## src/rtl/mesi_types.sv

```systemverilog
// rtl/mesi_types.sv - shared snoop bus command and arbiter state types
package mesi_types;

    typedef enum logic [1:0] {
        No_OP   = 2'd0,
        BusRd   = 2'd1,
        BusRdX  = 2'd2,
        BusUpgr = 2'd3
    } bus_request;

    typedef enum logic {
        ARB_IDLE = 1'b0,
        ARB_BUSY = 1'b1
    } arb_state_t;

endpackage

```

## src/rtl/rr_arbiter.sv

```systemverilog
// rtl/rr_arbiter.sv - combinational round-robin winner search starting at rr_ptr
module rr_arbiter #(
    parameter int NUM_CACHES = 4,
    localparam int IDX_W = $clog2(NUM_CACHES)
) (
    input  logic [NUM_CACHES-1:0] req,
    input  logic [IDX_W-1:0]      rr_ptr,
    output logic [IDX_W-1:0]      grant_idx,
    output logic                  grant_valid
);

    logic [IDX_W-1:0] idx;

    // Walk offsets from farthest to nearest so the nearest requester wins.
    always_comb begin
        grant_idx   = '0;
        grant_valid = 1'b0;
        idx         = '0;
        for (int i = NUM_CACHES - 1; i >= 0; i--) begin
            idx = IDX_W'((int'(rr_ptr) + i) % NUM_CACHES);
            if (req[idx]) begin
                grant_idx   = idx;
                grant_valid = 1'b1;
            end
        end
    end

endmodule

```

## src/rtl/snoop_bus_arbiter.sv

```systemverilog
// rtl/snoop_bus_arbiter.sv - round-robin snoop bus arbiter with hold timeout
module snoop_bus_arbiter
    import mesi_types::*;
#(
    parameter int NUM_CACHES = 4,
    parameter int ADDR_W     = 8,
    parameter int MAX_HOLD   = 15
) (
    input  logic                  clk,
    input  logic                  rst,
    input  bus_request            cmd_in   [NUM_CACHES],
    input  logic [ADDR_W-1:0]     bus_addr [NUM_CACHES],
    input  logic [NUM_CACHES-1:0] done_in,
    output bus_request            cmd_out,
    output logic [ADDR_W-1:0]     addr_out,
    output logic [NUM_CACHES-1:0] bus_owner,
    output logic                  bus_busy,
    output logic                  timeout_err
);

    localparam int IDX_W = $clog2(NUM_CACHES);
    localparam int CNT_W = $clog2(MAX_HOLD + 1);

    arb_state_t            state;
    logic [IDX_W-1:0]      rr_ptr;
    logic [IDX_W-1:0]      grant_idx;
    logic [IDX_W-1:0]      next_ptr;
    logic                  grant_valid;
    logic [NUM_CACHES-1:0] req;
    logic [CNT_W-1:0]      hold_cnt;
    logic                  owner_done;
    logic                  hold_expired;

    always_comb begin
        req = '0;
        for (int i = 0; i < NUM_CACHES; i++) begin
            req[i] = (cmd_in[i] != No_OP);
        end
    end

    rr_arbiter #(.NUM_CACHES(NUM_CACHES)) u_rr_arbiter (
        .req         (req),
        .rr_ptr      (rr_ptr),
        .grant_idx   (grant_idx),
        .grant_valid (grant_valid)
    );

    // bus_owner is one-hot, so masking done_in with it isolates the owner's strobe.
    assign owner_done   = |(done_in & bus_owner);
    assign hold_expired = (hold_cnt == CNT_W'(MAX_HOLD - 1));
    assign next_ptr     = (grant_idx == IDX_W'(NUM_CACHES - 1)) ? '0 : grant_idx + 1'b1;

    always_ff @(posedge clk) begin
        if (rst) begin
            state       <= ARB_IDLE;
            cmd_out     <= No_OP;
            addr_out    <= '0;
            bus_owner   <= '0;
            bus_busy    <= 1'b0;
            timeout_err <= 1'b0;
            rr_ptr      <= '0;
            hold_cnt    <= '0;
        end else begin
            timeout_err <= 1'b0;
            case (state)
                ARB_IDLE: begin
                    if (grant_valid) begin
                        state     <= ARB_BUSY;
                        cmd_out   <= cmd_in[grant_idx];
                        addr_out  <= bus_addr[grant_idx];
                        bus_owner <= NUM_CACHES'(1) << grant_idx;
                        bus_busy  <= 1'b1;
                        hold_cnt  <= '0;
                        rr_ptr    <= next_ptr;
                    end else begin
                        cmd_out   <= No_OP;
                        addr_out  <= '0;
                        bus_owner <= '0;
                        bus_busy  <= 1'b0;
                    end
                end
                ARB_BUSY: begin
                    // A done arriving on the expiry cycle wins over the timeout.
                    if (owner_done || hold_expired) begin
                        state       <= ARB_IDLE;
                        cmd_out     <= No_OP;
                        addr_out    <= '0;
                        bus_owner   <= '0;
                        bus_busy    <= 1'b0;
                        hold_cnt    <= '0;
                        timeout_err <= !owner_done;
                    end else begin
                        hold_cnt <= hold_cnt + 1'b1;
                    end
                end
                default: begin
                    state <= ARB_IDLE;
                end
            endcase
        end
    end

endmodule
```

## config.mk

```make
export PLATFORM = sky130hd
export DESIGN_NAME = snoop_bus_arbiter
export DESIGN_NICKNAME = d
export VERILOG_FILES = /design/src/rtl/mesi_types.sv /design/src/rtl/rr_arbiter.sv /design/src/rtl/snoop_bus_arbiter.sv
export SDC_FILE = /design/constraint.sdc
export NUM_CORES = 1
export LEC_CHECK = 0
export CORE_MARGIN = 4
export CORE_UTILIZATION = 38
export DETAILED_ROUTE_END_ITERATION = 10
export PLACE_DENSITY = 0.76
export SYNTH_ARGS = -nofsm -noshare
export SYNTH_HDL_FRONTEND = slang
export SYNTH_SLANG_ARGS = --single-unit
```

## constraint.sdc

```tcl
create_clock -name clk -period 1.7 [get_ports clk]
set_input_delay 0.255 -clock clk [delete_from_list [all_inputs] [get_ports clk]]
set_output_delay 0.255 -clock clk [all_outputs]
set_load 0.01 [all_outputs]
```

* Yosys cells after proc, flatten, opt, wreduce, memory -nomap -nowiden *
Cells that the tools add are included.

word-level totals
  flip-flop bits (word level) = 23
  output and inout port bits = 16
  word-level logic and storage cells = 76

cells by class
  add/subtract/negate cells = 5
  $lt $le $gt $ge = 5
  equality and inequality tests = 4
  shift operators = 1
  mux-type cells = 40
  bitwise operators = 4
  reductions and logical operators = 9

operators by type and width
  kind                   count
  $mux W8                4
  $mux W2                9
  $bmux W8 S2            1
  $mux W4                4
  $pmux W4 S2            2
  $pmux W8 S2            1
  $lt A2 B3 Y1 const B   4
  $mux W1                11
  $bmux W1 S2            4
  $reduce_bool A2 Y1     4
  $add A2 B1 Y2 const B  2
  $add A2 B2 Y2 const B  2
  $add A4 B1 Y4 const B  1
  $and A4 B4 Y4          1
  $bmux W2 S2            1
  $eq A4 B4 Y1 const B   1
  $pmux W1 S2            2
  $pmux W2 S2            1
  $reduce_or A4 Y1       1
  $shl A1 B2 Y4 const A  1
  $ge A3 B3 Y1 const B   1
  $not A2 Y3             1
  $reduce_or A3 Y1       1
  $eq A2 B2 Y1 const B   1
  other kinds (6)        7

* Longest topological paths before layout *
  depth after elaboration = 13
  depth in mapped cells = 10
  mapped depth without buffers = 7

* Modules after synthesis *
A second synthesis with hierarchy kept.

second synthesis, totals
  cells, all modules = 128
  area total of the unflattened synthesis = 1,335.0 um2

by module, submodules not included
  module             instances  cells each  area an instance (um2)  sequential area each (um2)
  snoop_bus_arbiter  1          115         1,257.5                 460.4
  rr_arbiter         1          13          77.6                    0.0

* Worst setup path after synthesis *
No wires, ideal clock.

  kind = register to register
  start = reg rr_ptr[1]
  end = reg rr_ptr[1]
  library setup time = 0.128 ns
  arrival = 1.614 ns
  required time = 1.572 ns
  setup slack = -0.042 ns
  cell stages (with the launch flop) = 11
  buffers on the path = 3
  period minus slack after synthesis = 1.742 ns
  cell sequence = dfxtp_1 buf_2 nor2b_1 o21a_1 buf_2 o21ai_4 buf_6 inv_1 ha_1 mux2i_1 nor2_1

on the way
  word-level cells in the longest chain between the ends = 9
  elaborated cells between the ends (all ways) = 23

ends and longest elaborated chain
  what                                           line                     text
  start, declared                                snoop_bus_arbiter.sv:25  logic [IDX_W-1:0] rr_ptr;
  start signal, assigned                         snoop_bus_arbiter.sv:74  rr_ptr <= next_ptr;
  $add A2 B2 Y2                                  rr_arbiter.sv:20         idx = IDX_W'((int'(rr_ptr) + i) % NUM_CACHES);
  $bmux W1 S2                                    rr_arbiter.sv:21         if (req[idx]) begin
  $mux W1 (not written as such)                  rr_arbiter.sv:21
  $mux W2 (3 in a row)                           rr_arbiter.sv:21
  $mux W2 (*)                                    rr_arbiter.sv:21
  $add A2 B1 Y2 or $eq A2 B2 Y1 (tied branches)  snoop_bus_arbiter.sv:51  assign next_ptr = (grant_idx == IDX_W'(NUM_CACHES - 1)) ? '0 : grant_idx + 1'b1;
  $mux W2 (*)                                    snoop_bus_arbiter.sv:51
  named net next_ptr[1]                          snoop_bus_arbiter.sv:27  logic [IDX_W-1:0] next_ptr;

Mark *: on every way through the listed nets, which the timed path passes. The rest lies on a longest branch. The select of a mux whose other input is x is not followed.
A chain may end at the register's enable or synchronous reset.

* Worst setup path in the final report *
  start = reg rr_ptr[1]
  end = reg bus_owner[2]

on the way
  word-level cells in the longest chain between the ends = 10
  elaborated cells between the ends (all ways) = 22

ends and longest elaborated chain
  what                           line                     text
  $add A2 B2 Y2                  rr_arbiter.sv:20
  $bmux W1 S2                    rr_arbiter.sv:21
  $mux W1 (not written as such)  rr_arbiter.sv:21
  $mux W2 (4 in a row)           rr_arbiter.sv:21
  $shl A1 B2 Y4                  snoop_bus_arbiter.sv:71  bus_owner <= NUM_CACHES'(1) << grant_idx;
  $mux W4 (*)                    snoop_bus_arbiter.sv:67  if (grant_valid) begin
  $pmux W4 S2 (*)                snoop_bus_arbiter.sv:65  case (state)
  end signal, assigned           snoop_bus_arbiter.sv:71
  end, declared                  snoop_bus_arbiter.sv:16  output logic [NUM_CACHES-1:0] bus_owner,

Every way passes the cells marked *; elsewhere a longest branch is shown, timed or not. The select of a mux whose other input is x is not followed.

==> report_table.html <==
<table>
<tr><th>Metric</th><th>Value</th></tr>
<tr><th colspan="2">Outcome</th></tr>
<tr><td>Outcome</td><td>completed</td></tr>
<tr><th colspan="2">Placement</th></tr>
<tr><td>Dpl hpwl</td><td>3620 um</td></tr>
<tr><td>Area after detailed placement</td><td>2330 sq um</td></tr>
<tr><td>Quantity of I/O buffers inserted on ports</td><td>61</td></tr>
<tr><td>Gpl congestion</td><td>0.904</td></tr>
<tr><th colspan="2">Timing</th></tr>
<tr><td>Fmax achieved</td><td>619 MHz</td></tr>
<tr><td>Final count of pins violating max slew</td><td>0</td></tr>
<tr><td>Final setup violating endpoints</td><td>0</td></tr>
<tr><td>RSZ-0062 raised after global routing</td><td>false</td></tr>
<tr><td>Final Hold Fails</td><td>0</td></tr>
<tr><td>Post-route worst hold slack</td><td>459 ps</td></tr>
<tr><td>Worst Skew</td><td>7.94 ps</td></tr>
<tr><td>Worst-margin pin slew</td><td>269 ps</td></tr>
<tr><td>Normalized max-slew margin</td><td>0.820</td></tr>
<tr><td>Post-layout min period</td><td>1620 ps</td></tr>
<tr><td>Aggregate negative setup slack</td><td>0 ps</td></tr>
<tr><td>Share of the clock period used by the worst path after layout</td><td>0.950</td></tr>
<tr><th colspan="2">Layout</th></tr>
<tr><td>Most frequent cells in the layout</td><td>sky130_fd_sc_hd__clkdlybuf4s50_1 (55), sky130_fd_sc_hd__buf_4 (33), sky130_fd_sc_hd__dfxtp_1 (22)</td></tr>
<tr><td>Inserted Diodes</td><td>0</td></tr>
<tr><td>Final nets</td><td>318</td></tr>
<tr><td>Post-route cell area</td><td>2450 sq um</td></tr>
<tr><td>Number of fill cells in the layout</td><td>319</td></tr>
<tr><td>Multi-input combinational cell area</td><td>976 sq um</td></tr>
<tr><td>Area overhead of the layout relative to synthesis</td><td>68.3%</td></tr>
<tr><td>Final cell utilization of the core</td><td>0.665</td></tr>
<tr><td>Leading cell type in the layout, fill and taps excluded</td><td>sky130_fd_sc_hd__clkdlybuf4s50_1</td></tr>
<tr><td>Share of final-layout standard cells stronger than drive strength 1</td><td>0.230</td></tr>
<tr><td>FF+latch area</td><td>464 sq um</td></tr>
<tr><th colspan="2">Routing</th></tr>
<tr><td>Number of iterations in the first detailed-routing pass</td><td>4</td></tr>
<tr><td>Final routed wirelength across all metal layers</td><td>4690 um</td></tr>
<tr><td>Average wire per cell in the routed design</td><td>15.0 um</td></tr>
<tr><td>1st-iter DRT viols</td><td>125</td></tr>
<tr><td>Vias per Instance</td><td>5.38</td></tr>
<tr><td>Count of vias placed by the detailed router</td><td>1684</td></tr>
<tr><td>Remaining DRCs</td><td>0</td></tr>
<tr><td>Final ANT Viol Nets</td><td>0</td></tr>
<tr><th colspan="2">Synth</th></tr>
<tr><td>Main combinational cell family by area after synthesis</td><td>compound AO/OA/AOI/OAI gates</td></tr>
<tr><td>Sequential cell area fraction in the yosys report</td><td>0.316</td></tr>
<tr><td>Cell types with the largest area share after synthesis</td><td>sky130_fd_sc_hd__dfxtp_1 (32%), sky130_fd_sc_hd__a211oi_1 (11%), sky130_fd_sc_hd__o211a_1 (5.5%), sky130_fd_sc_hd__ha_1 (5.2%), sky130_fd_sc_hd__nor2_1 (5.2%)</td></tr>
<tr><td>Post-Syn Area per Cell</td><td>8.27 sq um</td></tr>
<tr><td>Xor and xnor area share after synthesis</td><td>0</td></tr>
<tr><td>Ys Warns</td><td>0</td></tr>
<tr><td>Largest area contributor in the netlist</td><td>sky130_fd_sc_hd__dfxtp_1</td></tr>
<tr><td>Post-synthesis adder-cell area fraction</td><td>0.0515</td></tr>
<tr><td>Fraction of synthesized area in multiplexers</td><td>0.00687</td></tr>
<tr><td>Share of the synthesized area in the top cell type</td><td>0.316</td></tr>
<tr><td>Distinct cells, synth</td><td>41</td></tr>
<tr><td>Compound-Gate Fraction of Synth Area</td><td>0.372</td></tr>
<tr><td>Post-synthesis sequential element count</td><td>23</td></tr>
<tr><td>Number of nets produced by synthesis</td><td>228</td></tr>
<tr><td>Netlist Area Pre-Place</td><td>1460 sq um</td></tr>
<tr><td>Post-synthesis instance total</td><td>176</td></tr>
<tr><td>Simple logic cell fraction of the synthesized area</td><td>0.187</td></tr>
<tr><th colspan="2">Clock network</th></tr>
<tr><td>Sinks on Clock Net</td><td>23</td></tr>
<tr><td>CTS buffer count</td><td>3</td></tr>
<tr><td>Depth of the CTS H-tree</td><td>1</td></tr>
<tr><td>Worst-skew pair later-pin latency</td><td>270 ps</td></tr>
<tr><td>Clock buffer depth</td><td>2</td></tr>
<tr><td>CTS tree</td><td>done</td></tr>
<tr><td>Root Driver</td><td>sky130_fd_sc_hd__clkbuf_8</td></tr>
<tr><td>Clock-pin slew on the worst setup and hold paths</td><td>90 ps</td></tr>
<tr><th colspan="2">Floorplan</th></tr>
<tr><td>Core Rows</td><td>22</td></tr>
<tr><td>X dimension of the die</td><td>69.9 um</td></tr>
<tr><td>Starting density of the core</td><td>0.395</td></tr>
<tr><td>Die footprint</td><td>4890 sq um</td></tr>
<tr><td>Height of the chip</td><td>69.9 um</td></tr>
<tr><td>Top-level port count</td><td>62</td></tr>
<tr><td>Area of the core</td><td>3690 sq um</td></tr>
<tr><th colspan="2">Power and ir drop</th></tr>
<tr><td>Worst vdd ir</td><td>0.463 mV</td></tr>
<tr><td>Total power density per cell area</td><td>814 nW/um^2</td></tr>
<tr><td>Tot Pwr</td><td>2.00 mW</td></tr>
<tr><td>Leakage power total</td><td>1.02 nW</td></tr>
<tr><th colspan="2">GRT</th></tr>
<tr><td>Overflow left after global routing</td><td>0</td></tr>
<tr><td>Number of antenna violations at the first check in global routing</td><td>0</td></tr>
<tr><td>Maximum number of pins on one net before global-route repair</td><td>13</td></tr>
<tr><td>GRT Resource Usage Total</td><td>0.191</td></tr>
<tr><td>Vias in the first global route</td><td>1610</td></tr>
<tr><td>Global-route wire length before repair</td><td>7570 um</td></tr>
<tr><th colspan="2">Hold path</th></tr>
<tr><td>Critical hold path startpoint</td><td>addr_out[7]</td></tr>
<tr><td>Path class of the lowest-slack min-delay path</td><td>flop to flop</td></tr>
<tr><th colspan="2">Critical path</th></tr>
<tr><td>Start of the worst register-to-register path</td><td>rr_ptr[1]</td></tr>
<tr><td>CP startpoint</td><td>rr_ptr[1]</td></tr>
<tr><td>Required arrival time at the worst endpoint</td><td>1860 ps</td></tr>
<tr><td>Critical Setup Path Class</td><td>flop to flop</td></tr>
<tr><td>R2R setup slack</td><td>80 ps</td></tr>
<tr><td>Setup crit end kind</td><td>flop</td></tr>
<tr><td>Critical path peak fanout</td><td>12</td></tr>
<tr><td>Kind of start point of the critical path</td><td>flop</td></tr>
<tr><td>Crit path DAT</td><td>1770 ps</td></tr>
<tr><th colspan="2">Run</th></tr>
<tr><td>Number of max-cap violations</td><td>0</td></tr>
</table>
[path summary, 6_finish.rpt]
kind / endpoint / cells after the start
setup reg to reg: bus_owner[2] / 8
hold / removal: addr_out[7] / 2
hold reg to reg: addr_out[7] / 2
setup / recovery: bus_owner[2] / 8
[layer usage]
metal,part of all wire,up-vias,GRT usage
met2,0.48,46,0.311
met4,0.026,0,0.0723
met1,0.45,784,0.251
li1,-,842,-
met5,0,-,0
met3,0.047,12,0.0317
[repair_timing]
action                                  4_1_cts  5_1_grt
setup buffers                                 1        2
hold buffers                                  0        0
gates resized for setup                      15       12
endpoints found under the setup margin       15       15
pin swaps                                     3        3
endpoints found under the hold margin         0        0
cloned                                        1        0
[flip-flops by register name, summed over array words and instances, names as in the netlist]
| name | cells |
|---|---|
| timeout_err | 1 |
| bus_busy | 1 |
| cmd_out | 2 |
| rr_ptr | 2 |
| addr_out | 8 |
| state | 1 |
| bus_owner | 4 |
| hold_cnt | 4 |
[metrics by stage]
step / worst slack (ps) / std cells
6_report: 84.9 / 313
5_1_grt: 2.41 / 313
4_1_cts: 25.6 / 311
3_5_place_dp: -447 / 305
3_3_place_gp: -435 / 305
2_1_floorplan: 19.8 / 176
[worst max-delay path, cell delays in order (launching register included)]
cell	delay [ps]
sky130_fd_sc_hd__dfxtp_4	390
sky130_fd_sc_hd__o21ba_2	170
sky130_fd_sc_hd__o21ai_2	130
sky130_fd_sc_hd__and3_4	200
sky130_fd_sc_hd__inv_1	60
sky130_fd_sc_hd__buf_12	140
sky130_fd_sc_hd__ha_1	190
sky130_fd_sc_hd__a22oi_1	170
sky130_fd_sc_hd__nor2_1	50
[power by group]
group	internal [mW]	total [mW]	leakage [nW]	switching [mW]
Clock	0.167	0.342	0.0228	0.175
Combinational	0.541	0.979	0.805	0.438
Sequential	0.617	0.673	0.190	0.0563
[cell usage after synthesis (all sizes together)]
master   n
a211o    1
a211oi  21
a21bo    1
a21boi   3
a21oi   14
a222oi   1
a22oi    4
a31oi    1
and2     1
and3     1
and4     1
buf      9
clkbuf   4
dfxtp   23
ha       6
inv      3
mux2i    1
nand2   19
nand2b   1
nand3    3
nand3b   2
nand4    1
nand4b   1
nor2    20
nor2b    4
nor3     1
nor4     1
o211a    8
o21a     1
o21ai    5
o21ba    1
o21bai   1
o31ai   10
or3      1
or4      1
[logic make-up (layout without fill, tap and decap cells)]
| kind of cell | after synthesis | in the layout |
|---|---|---|
| fa+ha+maj | 6 | 6 |
| buf+inv | 16 | 104 |
| simple gates | 58 | 59 |
| compound gates | 72 | 72 |
| flops | 23 | 23 |
| mux | 1 | 1 |
[cell type report]
class                           instances  area share
Inverter                                3     0.00459
Clock buffer                            4      0.0184
Tap cell                               48      0.0245
Sequential cell                        23       0.189
Timing Repair Buffer                   97       0.365
Multi-Input combinational cell        138       0.398
Note: power is estimated with default switching activity, not from simulation.
